### config.mk
export PLATFORM = sky130hd
export DESIGN_NAME = ethernet_udp_request_receiver_flat
export DESIGN_NICKNAME = d
export VERILOG_FILES = /design/src/rtl/ethernet_udp_pkg.sv /design/src/rtl/ethernet_udp_request_receiver_if.sv /design/src/rtl/ethernet_udp_header_check.sv /design/src/rtl/ethernet_udp_request_receiver.sv /design/src/flat_wrapper.sv
export SDC_FILE = /design/constraint.sdc
export NUM_CORES = 2
export LEC_CHECK = 0
export ABC_AREA = 1
export CAP_MARGIN = 25
export CORE_UTILIZATION = 45
export CTS_BUF_LIST = sky130_fd_sc_hd__clkbuf_8
export DETAILED_ROUTE_END_ITERATION = 12
export DONT_BUFFER_PORTS = 1
export PLACE_DENSITY = 0.61
export SLEW_MARGIN = 20
export SYNTH_ARGS = -nofsm -noshare
export SYNTH_HDL_FRONTEND = slang
export SYNTH_HIERARCHICAL = 1
export SYNTH_SLANG_ARGS = --single-unit
### constraint.sdc
create_clock -name i_clk -period 2.9 [get_ports i_clk]
set_input_delay 0.29 -clock i_clk [delete_from_list [all_inputs] [get_ports i_clk]]
set_output_delay 0.29 -clock i_clk [all_outputs]
set_load 0.1 [all_outputs]
### src/rtl/ethernet_udp_pkg.sv
// Shared Ethernet/IPv4/UDP constants, field offsets and receiver state encoding.
// Used by both the UDP request receiver and the reply transmitter.
package ethernet_udp_pkg;

  localparam int unsigned HEAD_BYTES     = 42;
  localparam logic [15:0] ETHERTYPE_IPV4 = 16'h0800;
  localparam logic [7:0]  IP_PROTO_UDP   = 8'd17;
  localparam int unsigned UDP_HDR_BYTES  = 8;

  localparam int unsigned ETHERTYPE_OFF  = 12;
  localparam int unsigned IP_PROTO_OFF   = 23;
  localparam int unsigned UDP_DPORT_OFF  = 36;
  localparam int unsigned UDP_LEN_OFF    = 38;

  typedef enum logic [2:0] {
    ST_IDLE,
    ST_HEAD,
    ST_PAYLOAD,
    ST_PAD,
    ST_DRAIN,
    ST_DONE
  } state_e;

  // Big-endian 16-bit field at byte offset off; byte 0 sits at the vector MSB.
  function automatic logic [15:0] head_field16(input logic [HEAD_BYTES*8-1:0] h,
                                               input int unsigned off);
    return h[(HEAD_BYTES-off)*8-1 -: 16];
  endfunction

endpackage

### src/rtl/ethernet_udp_request_receiver_if.sv
// Byte-stream input and captured-frame outputs of the UDP request receiver.
interface ethernet_udp_request_receiver_if #(
  parameter int unsigned MAX_PAYLOAD = 63
);
  import ethernet_udp_pkg::*;

  logic [7:0]                o_unused_placeholder_never;
  logic [7:0]                i_word;
  logic                      i_valid;
  logic [HEAD_BYTES*8-1:0]   o_udp_request_head;
  logic [MAX_PAYLOAD*8-1:0]  o_udp_request_payload;
  logic [15:0]               o_udp_request_payload_size;
  logic                      o_udp_request_ready;
  logic                      o_udp_request_drop;

  modport master (
    output i_word, i_valid,
    input  o_udp_request_head, o_udp_request_payload, o_udp_request_payload_size,
    input  o_udp_request_ready, o_udp_request_drop
  );

  modport slave (
    input  i_word, i_valid,
    output o_udp_request_head, o_udp_request_payload, o_udp_request_payload_size,
    output o_udp_request_ready, o_udp_request_drop
  );

endinterface

### src/rtl/ethernet_udp_header_check.sv
// Combinational validation of the 42-byte Eth+IPv4+UDP header and payload size extraction.
// Optional UDP_REQUEST_RX_PORT_FILTER_EN also requires dst port == LOCAL_PORT.
module ethernet_udp_header_check
  import ethernet_udp_pkg::*;
#(
  parameter int unsigned MAX_PAYLOAD = 63,
  parameter logic [15:0] LOCAL_PORT  = 16'd5000
) (
  input  logic [HEAD_BYTES*8-1:0] head,
  output logic                    hdr_ok,
  output logic [15:0]             payload_size
);

  logic [15:0] ethertype_c;
  logic [15:0] udp_dport_c;
  logic [15:0] udp_len_c;
  logic [7:0]  ip_proto_c;
  logic        base_ok_c;
  logic        port_match_c;
  logic        unused_c;

  assign ethertype_c  = head_field16(head, ETHERTYPE_OFF);
  assign udp_dport_c  = head_field16(head, UDP_DPORT_OFF);
  assign udp_len_c    = head_field16(head, UDP_LEN_OFF);
  assign ip_proto_c   = head[(HEAD_BYTES-IP_PROTO_OFF)*8-1 -: 8];
  assign port_match_c = (udp_dport_c == LOCAL_PORT);

  // Length bounds expressed on udp_len directly so a short length cannot wrap.
  assign base_ok_c = (ethertype_c == ETHERTYPE_IPV4) &&
                     (ip_proto_c == IP_PROTO_UDP) &&
                     (udp_len_c >= 16'(UDP_HDR_BYTES)) &&
                     (udp_len_c <= 16'(MAX_PAYLOAD + UDP_HDR_BYTES));

`ifdef UDP_REQUEST_RX_PORT_FILTER_EN
  assign hdr_ok = base_ok_c && port_match_c;
`else
  assign hdr_ok = base_ok_c;
`endif

  assign payload_size = udp_len_c - 16'(UDP_HDR_BYTES);

  // Most header bytes are carried, not inspected.
  assign unused_c = ^{head, port_match_c};

endmodule

### src/rtl/ethernet_udp_request_receiver.sv
// Receives an 8-bit UDP request stream, validates it and presents head/payload/size.
// Build option UDP_REQUEST_RX_PORT_FILTER_EN enables destination-port filtering.
module ethernet_udp_request_receiver
  import ethernet_udp_pkg::*;
#(
  parameter int unsigned MAX_PAYLOAD = 63,
  parameter logic [15:0] LOCAL_PORT  = 16'd5000
) (
  input logic                            i_clk,
  input logic                            i_reset,
  ethernet_udp_request_receiver_if.slave bus
);

  localparam int unsigned HEAD_W = HEAD_BYTES * 8;
  localparam int unsigned PAY_W  = MAX_PAYLOAD * 8;
  localparam int unsigned CNT_W  = 8;

  state_e             state_q, state_d;
  logic [CNT_W-1:0]   cnt_q, cnt_d;
  logic               reject_q, reject_d;
  logic [HEAD_W-1:0]  head_buf_q, head_buf_d;
  logic [PAY_W-1:0]   pay_buf_q, pay_buf_d;
  logic [15:0]        size_q, size_d;
  logic [HEAD_W-1:0]  head_out_q, head_out_d;
  logic [PAY_W-1:0]   pay_out_q, pay_out_d;
  logic [15:0]        size_out_q, size_out_d;
  logic               ready_q, ready_d;
  logic               drop_q, drop_d;

  logic [HEAD_W-1:0]  hdr_vec_c;
  logic [CNT_W-1:0]   cnt_inc_c;
  logic               hdr_ok;
  logic [15:0]        payload_size;
  logic               start_c;

  assign hdr_vec_c = {head_buf_q[HEAD_W-9:0], bus.i_word};
  assign cnt_inc_c = (cnt_q == {CNT_W{1'b1}}) ? cnt_q : cnt_q + CNT_W'(1);

  ethernet_udp_header_check #(
    .MAX_PAYLOAD (MAX_PAYLOAD),
    .LOCAL_PORT  (LOCAL_PORT)
  ) u_header_check (
    .head         (hdr_vec_c),
    .hdr_ok       (hdr_ok),
    .payload_size (payload_size)
  );

  // Next-state and capture logic.
  always_comb begin
    state_d    = state_q;
    cnt_d      = cnt_q;
    reject_d   = reject_q;
    head_buf_d = head_buf_q;
    pay_buf_d  = pay_buf_q;
    size_d     = size_q;
    head_out_d = head_out_q;
    pay_out_d  = pay_out_q;
    size_out_d = size_out_q;
    ready_d    = 1'b0;
    drop_d     = 1'b0;
    start_c    = 1'b0;

    case (state_q)
      ST_IDLE: start_c = bus.i_valid;

      ST_HEAD: begin
        if (bus.i_valid) begin
          head_buf_d = hdr_vec_c;
          cnt_d      = cnt_inc_c;
          if (cnt_q == CNT_W'(HEAD_BYTES - 1)) begin
            if (hdr_ok) begin
              size_d  = payload_size;
              cnt_d   = '0;
              state_d = (payload_size == 16'd0) ? ST_PAD : ST_PAYLOAD;
            end else begin
              reject_d = 1'b1;
              state_d  = ST_DRAIN;
            end
          end
        end else begin
          reject_d = 1'b1;
          state_d  = ST_DONE;
        end
      end

      ST_PAYLOAD: begin
        if (bus.i_valid) begin
          for (int unsigned b = 0; b < MAX_PAYLOAD; b++) begin
            if (cnt_q == CNT_W'(b)) pay_buf_d[PAY_W-1-8*b -: 8] = bus.i_word;
          end
          cnt_d = cnt_inc_c;
          if ((16'(cnt_q) + 16'd1) == size_q) state_d = ST_PAD;
        end else begin
          reject_d = 1'b1;
          state_d  = ST_DONE;
        end
      end

      ST_PAD: begin
        if (bus.i_valid) cnt_d = cnt_inc_c;
        else             state_d = ST_DONE;
      end

      // Rejected frames owe a drop pulse; frames cut by reset owe nothing.
      ST_DRAIN: begin
        if (!bus.i_valid) state_d = reject_q ? ST_DONE : ST_IDLE;
      end

      ST_DONE: begin
        if (reject_q) begin
          drop_d = 1'b1;
        end else begin
          head_out_d = head_buf_q;
          pay_out_d  = pay_buf_q;
          size_out_d = size_q;
          ready_d    = 1'b1;
        end
        state_d = ST_IDLE;
        start_c = bus.i_valid;
      end

      default: state_d = ST_IDLE;
    endcase

    // A byte seen in IDLE or DONE opens a new frame.
    if (start_c) begin
      head_buf_d = hdr_vec_c;
      pay_buf_d  = '0;
      cnt_d      = CNT_W'(1);
      reject_d   = 1'b0;
      state_d    = ST_HEAD;
    end
  end

  always_ff @(posedge i_clk) begin
    if (i_reset) begin
      state_q    <= bus.i_valid ? ST_DRAIN : ST_IDLE;
      cnt_q      <= '0;
      reject_q   <= 1'b0;
      head_buf_q <= '0;
      pay_buf_q  <= '0;
      size_q     <= '0;
      head_out_q <= '0;
      pay_out_q  <= '0;
      size_out_q <= '0;
      ready_q    <= 1'b0;
      drop_q     <= 1'b0;
    end else begin
      state_q    <= state_d;
      cnt_q      <= cnt_d;
      reject_q   <= reject_d;
      head_buf_q <= head_buf_d;
      pay_buf_q  <= pay_buf_d;
      size_q     <= size_d;
      head_out_q <= head_out_d;
      pay_out_q  <= pay_out_d;
      size_out_q <= size_out_d;
      ready_q    <= ready_d;
      drop_q     <= drop_d;
    end
  end

  assign bus.o_udp_request_head         = head_out_q;
  assign bus.o_udp_request_payload      = pay_out_q;
  assign bus.o_udp_request_payload_size = size_out_q;
  assign bus.o_udp_request_ready        = ready_q;
  assign bus.o_udp_request_drop         = drop_q;

endmodule
### src/flat_wrapper.sv
// flat-port wrapper written by rule: the top's interface ports become plain ports
module ethernet_udp_request_receiver_flat import ethernet_udp_pkg::*;
#(
  parameter int unsigned MAX_PAYLOAD = 63,
  parameter logic [15:0] LOCAL_PORT  = 16'd5000
)
  (i_clk, i_reset, bus_i_word, bus_i_valid, bus_o_udp_request_head, bus_o_udp_request_payload, bus_o_udp_request_payload_size, bus_o_udp_request_ready, bus_o_udp_request_drop);
  ethernet_udp_request_receiver_if #(.MAX_PAYLOAD(MAX_PAYLOAD)) bus_i ();
  input logic i_clk;
  input logic i_reset;
  input wire logic [$bits(bus_i.i_word)-1:0] bus_i_word;
  input wire logic [$bits(bus_i.i_valid)-1:0] bus_i_valid;
  output wire logic [$bits(bus_i.o_udp_request_head)-1:0] bus_o_udp_request_head;
  output wire logic [$bits(bus_i.o_udp_request_payload)-1:0] bus_o_udp_request_payload;
  output wire logic [$bits(bus_i.o_udp_request_payload_size)-1:0] bus_o_udp_request_payload_size;
  output wire logic [$bits(bus_i.o_udp_request_ready)-1:0] bus_o_udp_request_ready;
  output wire logic [$bits(bus_i.o_udp_request_drop)-1:0] bus_o_udp_request_drop;
  assign bus_i.i_word = bus_i_word;
  assign bus_i.i_valid = bus_i_valid;
  assign bus_o_udp_request_head = bus_i.o_udp_request_head;
  assign bus_o_udp_request_payload = bus_i.o_udp_request_payload;
  assign bus_o_udp_request_payload_size = bus_i.o_udp_request_payload_size;
  assign bus_o_udp_request_ready = bus_i.o_udp_request_ready;
  assign bus_o_udp_request_drop = bus_i.o_udp_request_drop;
  ethernet_udp_request_receiver #(.MAX_PAYLOAD(MAX_PAYLOAD), .LOCAL_PORT(LOCAL_PORT)) u_core (.i_clk(i_clk), .i_reset(i_reset), .bus(bus_i));
endmodule
======== Word level (Yosys, flattened, before mapping) ========
Index checks and enable logic that the tools add are counted.
word-level totals
  bits in registers ....................... 1726
  logic and storage cells ................. 280
  bits of input ports ..................... 11
  output and inout bits ................... 858
cells by class
  add/subtract/negate cells ............... 3
  reduce and logical (&&, ||, !) cells .... 85
  magnitude comparators ................... 2
  bitwise gates (word level) .............. 2
  multiplexer cells ....................... 31
  equality and inequality tests ........... 83
operators with widths
  operator               number
  $mux 336               3
  $eq 8x6->1 const B     31
  $reduce_and 3->1       65
  $eq 8x5->1 const B     17
  $eq 8x4->1 const B     8
  $mux 8                 5
  $mux 3                 11
  $eq 8x3->1 const B     4
  $eq 16x12->1 const B   1
  $eq 16x16->1           1
  $eq 8x2->1 const B     2
  $ge 16x4->1 const B    1
  $le 16x7->1 const B    1
  $logic_not 16->1       1
  $pmux 8 s2             1
  $sub 16x4->16 const B  1
  $pmux 3 s5             1
  $ne 5x3->1 const B     2
  $add 8x1->9 const B    1
  $mux 1                 9
  $ne 3x2->1 const B     3
  $add 8x1->8 const B    1
  $eq 8x1->1 const B     1
  $eq 8x8->1 const B     1
  19 further kinds       34

======== Depth between registers and ports, before layout ========
  word-level depth ........................ 10
  mapped depth ............................ 15
  gate-level depth less buffers ........... 14

======== Hierarchy ========
The synthesis kept the hierarchy.
modules (own cells, without submodules)
  module                         times used  area each (µm²)  cells each  seq. area each (µm²)
  ethernet_udp_request_receiver  1           58607.5          6913        34583.2
  ethernet_udp_header_check      1           534.3            115         0.0

======== Least setup slack after synthesis ========
No wires, ideal clock.
  kind .................................... register to register
  from .................................... reg u_core.state_q[0]
  to ...................................... reg u_core.state_q[0] (enable)
  buffers on the path ..................... 1
  setup slack ............................. 1.019 ns
  cell stages (with the launch flop) ...... 11
  period minus slack after synthesis ...... 1.881 ns
  arrival ................................. 1.579 ns
  library setup time ...................... 0.302 ns
  required time ........................... 2.598 ns
  path through ............................ edfxtp_1 > nor2_1 > nand2_1 > nand2_1 > nand2_1 > nand2_2 > inv_2 > buf_2 > a21oi_1 > nand2_1 > nand2_1
between the ends
  longest elaborated chain between the ends .. 5
  elaborated cells between the ends (all ways) .. 14
  classes of those cells .................. 10 x eq/ne; 1 x mux; 3 x reduce/logical
RTL lines
  what                                                 RTL line                              source
  start: declaration                                   ethernet_udp_request_receiver.sv:18   state_e state_q, state_d;
  start signal: assignment                             ethernet_udp_request_receiver.sv:137  state_q <= bus.i_valid ? ST_DRAIN : ST_IDLE;
  start signal: assignment                             ethernet_udp_request_receiver.sv:149  state_q <= state_d;
  $eq 3x3->1 or $logic_not 3->1 (tied branches)        ethernet_udp_request_receiver.sv:63   case (state_q)
  $reduce_or 2->1 (no source line)                     --
  $mux 1                                               ethernet_udp_request_receiver.sv:63
  $ne 5x3->1 (no source line) (tied with other cells)  --
  $reduce_and 5->1 (no source line) (*)                --
Every way passes the cells marked *; elsewhere a longest branch is shown, timed or not.
A chain may end at the register's enable or synchronous reset.

======== Worst setup path after layout ========
  from .................................... reg u_core.cnt_q[0]
  to ...................................... reg u_core.pay_buf_q[184]
between the ends
  longest elaborated chain between the ends .. 2
RTL lines
  what                               RTL line                              source
  start: declaration                 ethernet_udp_request_receiver.sv:19   logic [CNT_W-1:0] cnt_q, cnt_d;
  start signal: assignment           ethernet_udp_request_receiver.sv:150  cnt_q <= cnt_d;
  $eq 8x6->1                         ethernet_udp_request_receiver.sv:89   if (cnt_q == CNT_W'(b)) pay_buf_d[PAY_W-1-8*b -: 8] = bus.i_word;
  $reduce_and 3->1 (no source line)  --
  end signal: assignment             ethernet_udp_request_receiver.sv:153  pay_buf_q <= pay_buf_d;
  end: declaration                   ethernet_udp_request_receiver.sv:22   logic [PAY_W-1:0] pay_buf_q, pay_buf_d;
No other way between the ends.

==> results by group <==
Critical path
  • CP arrival: 3.60 ns
  • Setup Crit Path Kind: flip-flop to flip-flop
  • Critical path required time: between 3 and 4 ns
  • RR Startpoint: u_core/cnt_q[0]
  • FF-to-FF setup slack: approximately 0.14 ns
  • Critical path capture point type: flip-flop
  • Worst setup SP type: flip-flop
  • Worst reg2reg endpoint: u_core/pay_buf_q[184]
  • Number of cells on the worst reg-to-reg path: 7
  • Crit path max fanout: 12

Logic synthesis
  • Post-synth top area share: 0.583
  • Leading area contributor after synthesis: dfxtp_1
  • Synthesized instance count: ~7,000
  • Seq/Total Area, Yosys: 0.585
  • Synthesis Warnings: 6
  • Post-Syn Nets: approximately 7,000
  • Ranking of synthesized cells by area: dfxtp_1 (58%), o21ai_0 (14%), a21oi_1 (12%)
  • Number of synthesized register bits: between 1,500 and 2,000
  • Mean Syn Cell Area: about 8.4 um^2
  • Distinct cell type count after synthesis: 36
  • Cell Area, Synth: around 59,000 um^2

Clocking
  • Bufs on Longest Clock Path: 4
  • Worst-skew pair later-pin latency: 0.98 ns
  • Reg clk slew, reported paths: ~0.06 ns
  • Cts bufs inserted: roughly 300
  • Sink Count: between 1,500 and 2,000
  • CTS H-tree depth: 5
  • Clock root buffer: clkbuf_8
  • TritonCTS clock tree: done

Timing
  • Final setup margin: between 0.1 and 0.15 ns
  • Final Setup Violations: 0
  • Final min period: 2.76 ns
  • Setup TNS: 0 ns
  • Least-Margin Pin Slew: between 1 and 1.5 ns
  • Peak Freq: 362 MHz
  • Slew Viols, Final: 0
  • Hold WS: slightly above 0.3 ns
  • Final hold vios: 0
  • RSZ-0062 raised after global routing: false
  • Clk_skew: approximately 0.068 ns
  • Tcrit/Tclk final: 0.951
  • Slew HR: 0.246

Floorplanning
  • Die Y: 365 um
  • DIE AREA: between 100,000 and 150,000 um^2
  • FP Rows: about 130
  • Die Span X: 365 um
  • IO Pins: about 870
  • Core ar.: approximately 130,000 um^2
  • Initial Util: 0.455

Power and ir drop
  • Power Dens Cells: roughly 1300 nW/um^2
  • Leak: 28.9 nW
  • Peak VDD IR: 0.744 mV
  • Overall power: 90.3 mW

Layout
  • Finished Core Util: 0.535
  • Final Instance Area: between 60,000 and 70,000 um^2
  • Share of cells above drive strength 1: 0.135
  • Nets@finish: about 7,400
  • Area Overhead vs Synth: 17.6%
  • Final Instance Count excl. Fillers: just over 9,000

Drt
  • Routed Antenna Nets: 0
  • Initial DRC count: between 4,000 and 5,000
  • Post-DR vias/cell: around 5.3
  • Routed wire per std cell: between 20 and 25 um
  • Via count: 48,800
  • Initial DRT Pass Iterations: 6
  • Drt total wl: between 150,000 and 200,000 um
  • DRC: 0

Global routing
  • Largest net degree at the start of global routing: roughly 230
  • Antenna violations before repair: 4
  • Total GRT Usage: 0.269
  • Total gr overflow: 0
  • First-pass GRT wire length: ~280,000 um
  • Vias in the first global route: 44,600

Min path
  • Hold EP: u_core/pay_buf_q[62]
  • Hold Crit Start: bus_i_word[6]
  • HP Class: input port to flip-flop
  • Hold depth: 3

Place
  • I/O Buffers: 0
  • Placement Setup Slack: between 0.2 and 0.25 ns
  • DP Wirelength: between 100,000 and 150,000 um
  • Placer Congestion: 0.868
  • Placed Area: 63,700 um^2
  • Dpl cells: approximately 9,000

Job
  • Max_cap viols: 0

Outcome
  • Status: finished, final reports clean
==> layer usage <==
| metal | track usage | vias up | share of wire |
|---|---|---|---|
| li1 | - | 24000 | - |
| met1 | 0.344 | 22900 | 0.43 |
| met2 | 0.419 | 1603 | 0.45 |
| met3 | 0.0871 | 288 | 0.084 |
| met4 | 0.108 | 0 | 0.037 |
| met5 | 0 | - | 0 |
==> where the power goes <==
part           leakage, nW  internal [mW]  switching (mW)
Sequential            14.0           28.7            12.8
Clock                 3.15           11.2            9.43
Combinational         11.7           5.91            22.3
==> critical path: stages (launching register included) <==
cell and delay, ns:
dfxtp_1 0.44, ha_1 0.24, nand2_1 0.12, nor2_1 0.38
nand2_1 0.54, o21ai_0 0.32, dlygate4sd3_1 0.58, a21oi_1 0.04
==> state kept, by name, summed over array words and instances (netlist names) <==
name	cells
u_core/cnt_q	8
u_core/pay_buf_q	504
u_core/bus.o_udp_request_ready	1
u_core/reject_q	1
u_core/head_buf_q	336
u_core/size_q	16
u_core/bus.o_udp_request_payload	504
u_core/state_q	3
u_core/bus.o_udp_request_drop	1
u_core/bus.o_udp_request_payload_size	16
u_core/bus.o_udp_request_head	336
==> cells by family after synthesis <==
logic type               count (synthesis)  synth area share
AO/OA/AOI/OAI                         3105             0.263
buffers and inverters                 1221            0.0833
flip-flops                            1726             0.585
AND/OR/NAND/NOR                        962            0.0662
XOR/XNOR                                 9           0.00133
adder cells (fa/ha/maj)                  5           0.00106
==> Yosys cell counts <==
library cell,count
nand2_1,125
nor2_2,15
nor3_2,1
nor4_4,1
buf_2,185
a21oi_1,1380
a211oi_2,2
xor2_1,9
edfxtp_1,3
clkinv_1,4
o21ai_2,1
clkbuf_1,351
a31oi_1,1
o21ai_0,1701
nor3_1,4
and3_1,1
buf_6,4
o21ai_1,15
inv_2,13
nand3_1,19
and2_0,1
and2_1,1
clkbuf_2,3
nor2_4,21
nor2_1,755
dfxtp_1,1723
a211oi_1,5
inv_1,631
ha_1,5
buf_1,9
nand4_1,3
nor4_1,3
buf_4,21
nand2_2,9
nand3b_1,2
nand3_2,1
==> repair_timing <==
item	in CTS	in global routing
endpoints found under the hold margin	1239	0
resized for setup	0	4
setup buffers	0	2
hold buffers	21	0
endpoints found under the setup margin	0	4
==> how the worst max path moves through the flow <==
stage / start / endpoint / slack (ns) / depth (start not counted)
global route: u_core/cnt_q[0] / u_core/pay_buf_q[184] / 0.01 / 7
finish: u_core/cnt_q[0] / u_core/pay_buf_q[184] / 0.14 / 7
CTS: u_core/state_q[0] / u_core/pay_buf_q[188] / 0.13 / 11
detailed placement: u_core/cnt_q[0] / u_core/pay_buf_q[487] / 0.22 / 9
global placement: u_core/cnt_q[0] / u_core/pay_buf_q[487] / 0.22 / 9
floorplan: u_core/state_q[0] / u_core/state_q[0] / 1.02 / 10
==> layout make-up <==
class | count | area (um^2)
inverter | 648 | 2460
fill | 12100 | 60400
clock buffer | 350 | 4820
sequential | 1726 | 34600
timing repair buffer | 586 | 5230
multi-input combinational | 4081 | 19600
antenna | 3 | 7.51
clock inverter | 123 | 609
tap | 1742 | 2180
timing repair inverter | 1 | 8.76
==> placed cells by master, fill, tap and decap left out, drive strengths merged, types with 2 or more instances in the layout <==
master | Yosys | final
buf | 219 | 572
nor4 | 4 | 4
clkinv | 4 | 16
a21oi | 1380 | 1380
xor2 | 9 | 9
bufinv | 0 | 4
clkbuf | 354 | 350
clkinvlp | 0 | 7
edfxtp | 3 | 3
dlygate4sd3 | 0 | 14
nand3b | 2 | 2
and2 | 2 | 2
ha | 5 | 5
diode | 0 | 3
nand3 | 20 | 20
inv | 644 | 745
dfxtp | 1723 | 1723
nor2 | 791 | 791
nand2 | 134 | 134
o21ai | 1717 | 1717
a211oi | 7 | 7
nand4 | 3 | 3
nor3 | 5 | 5
Power figures use the tool's default switching activity.
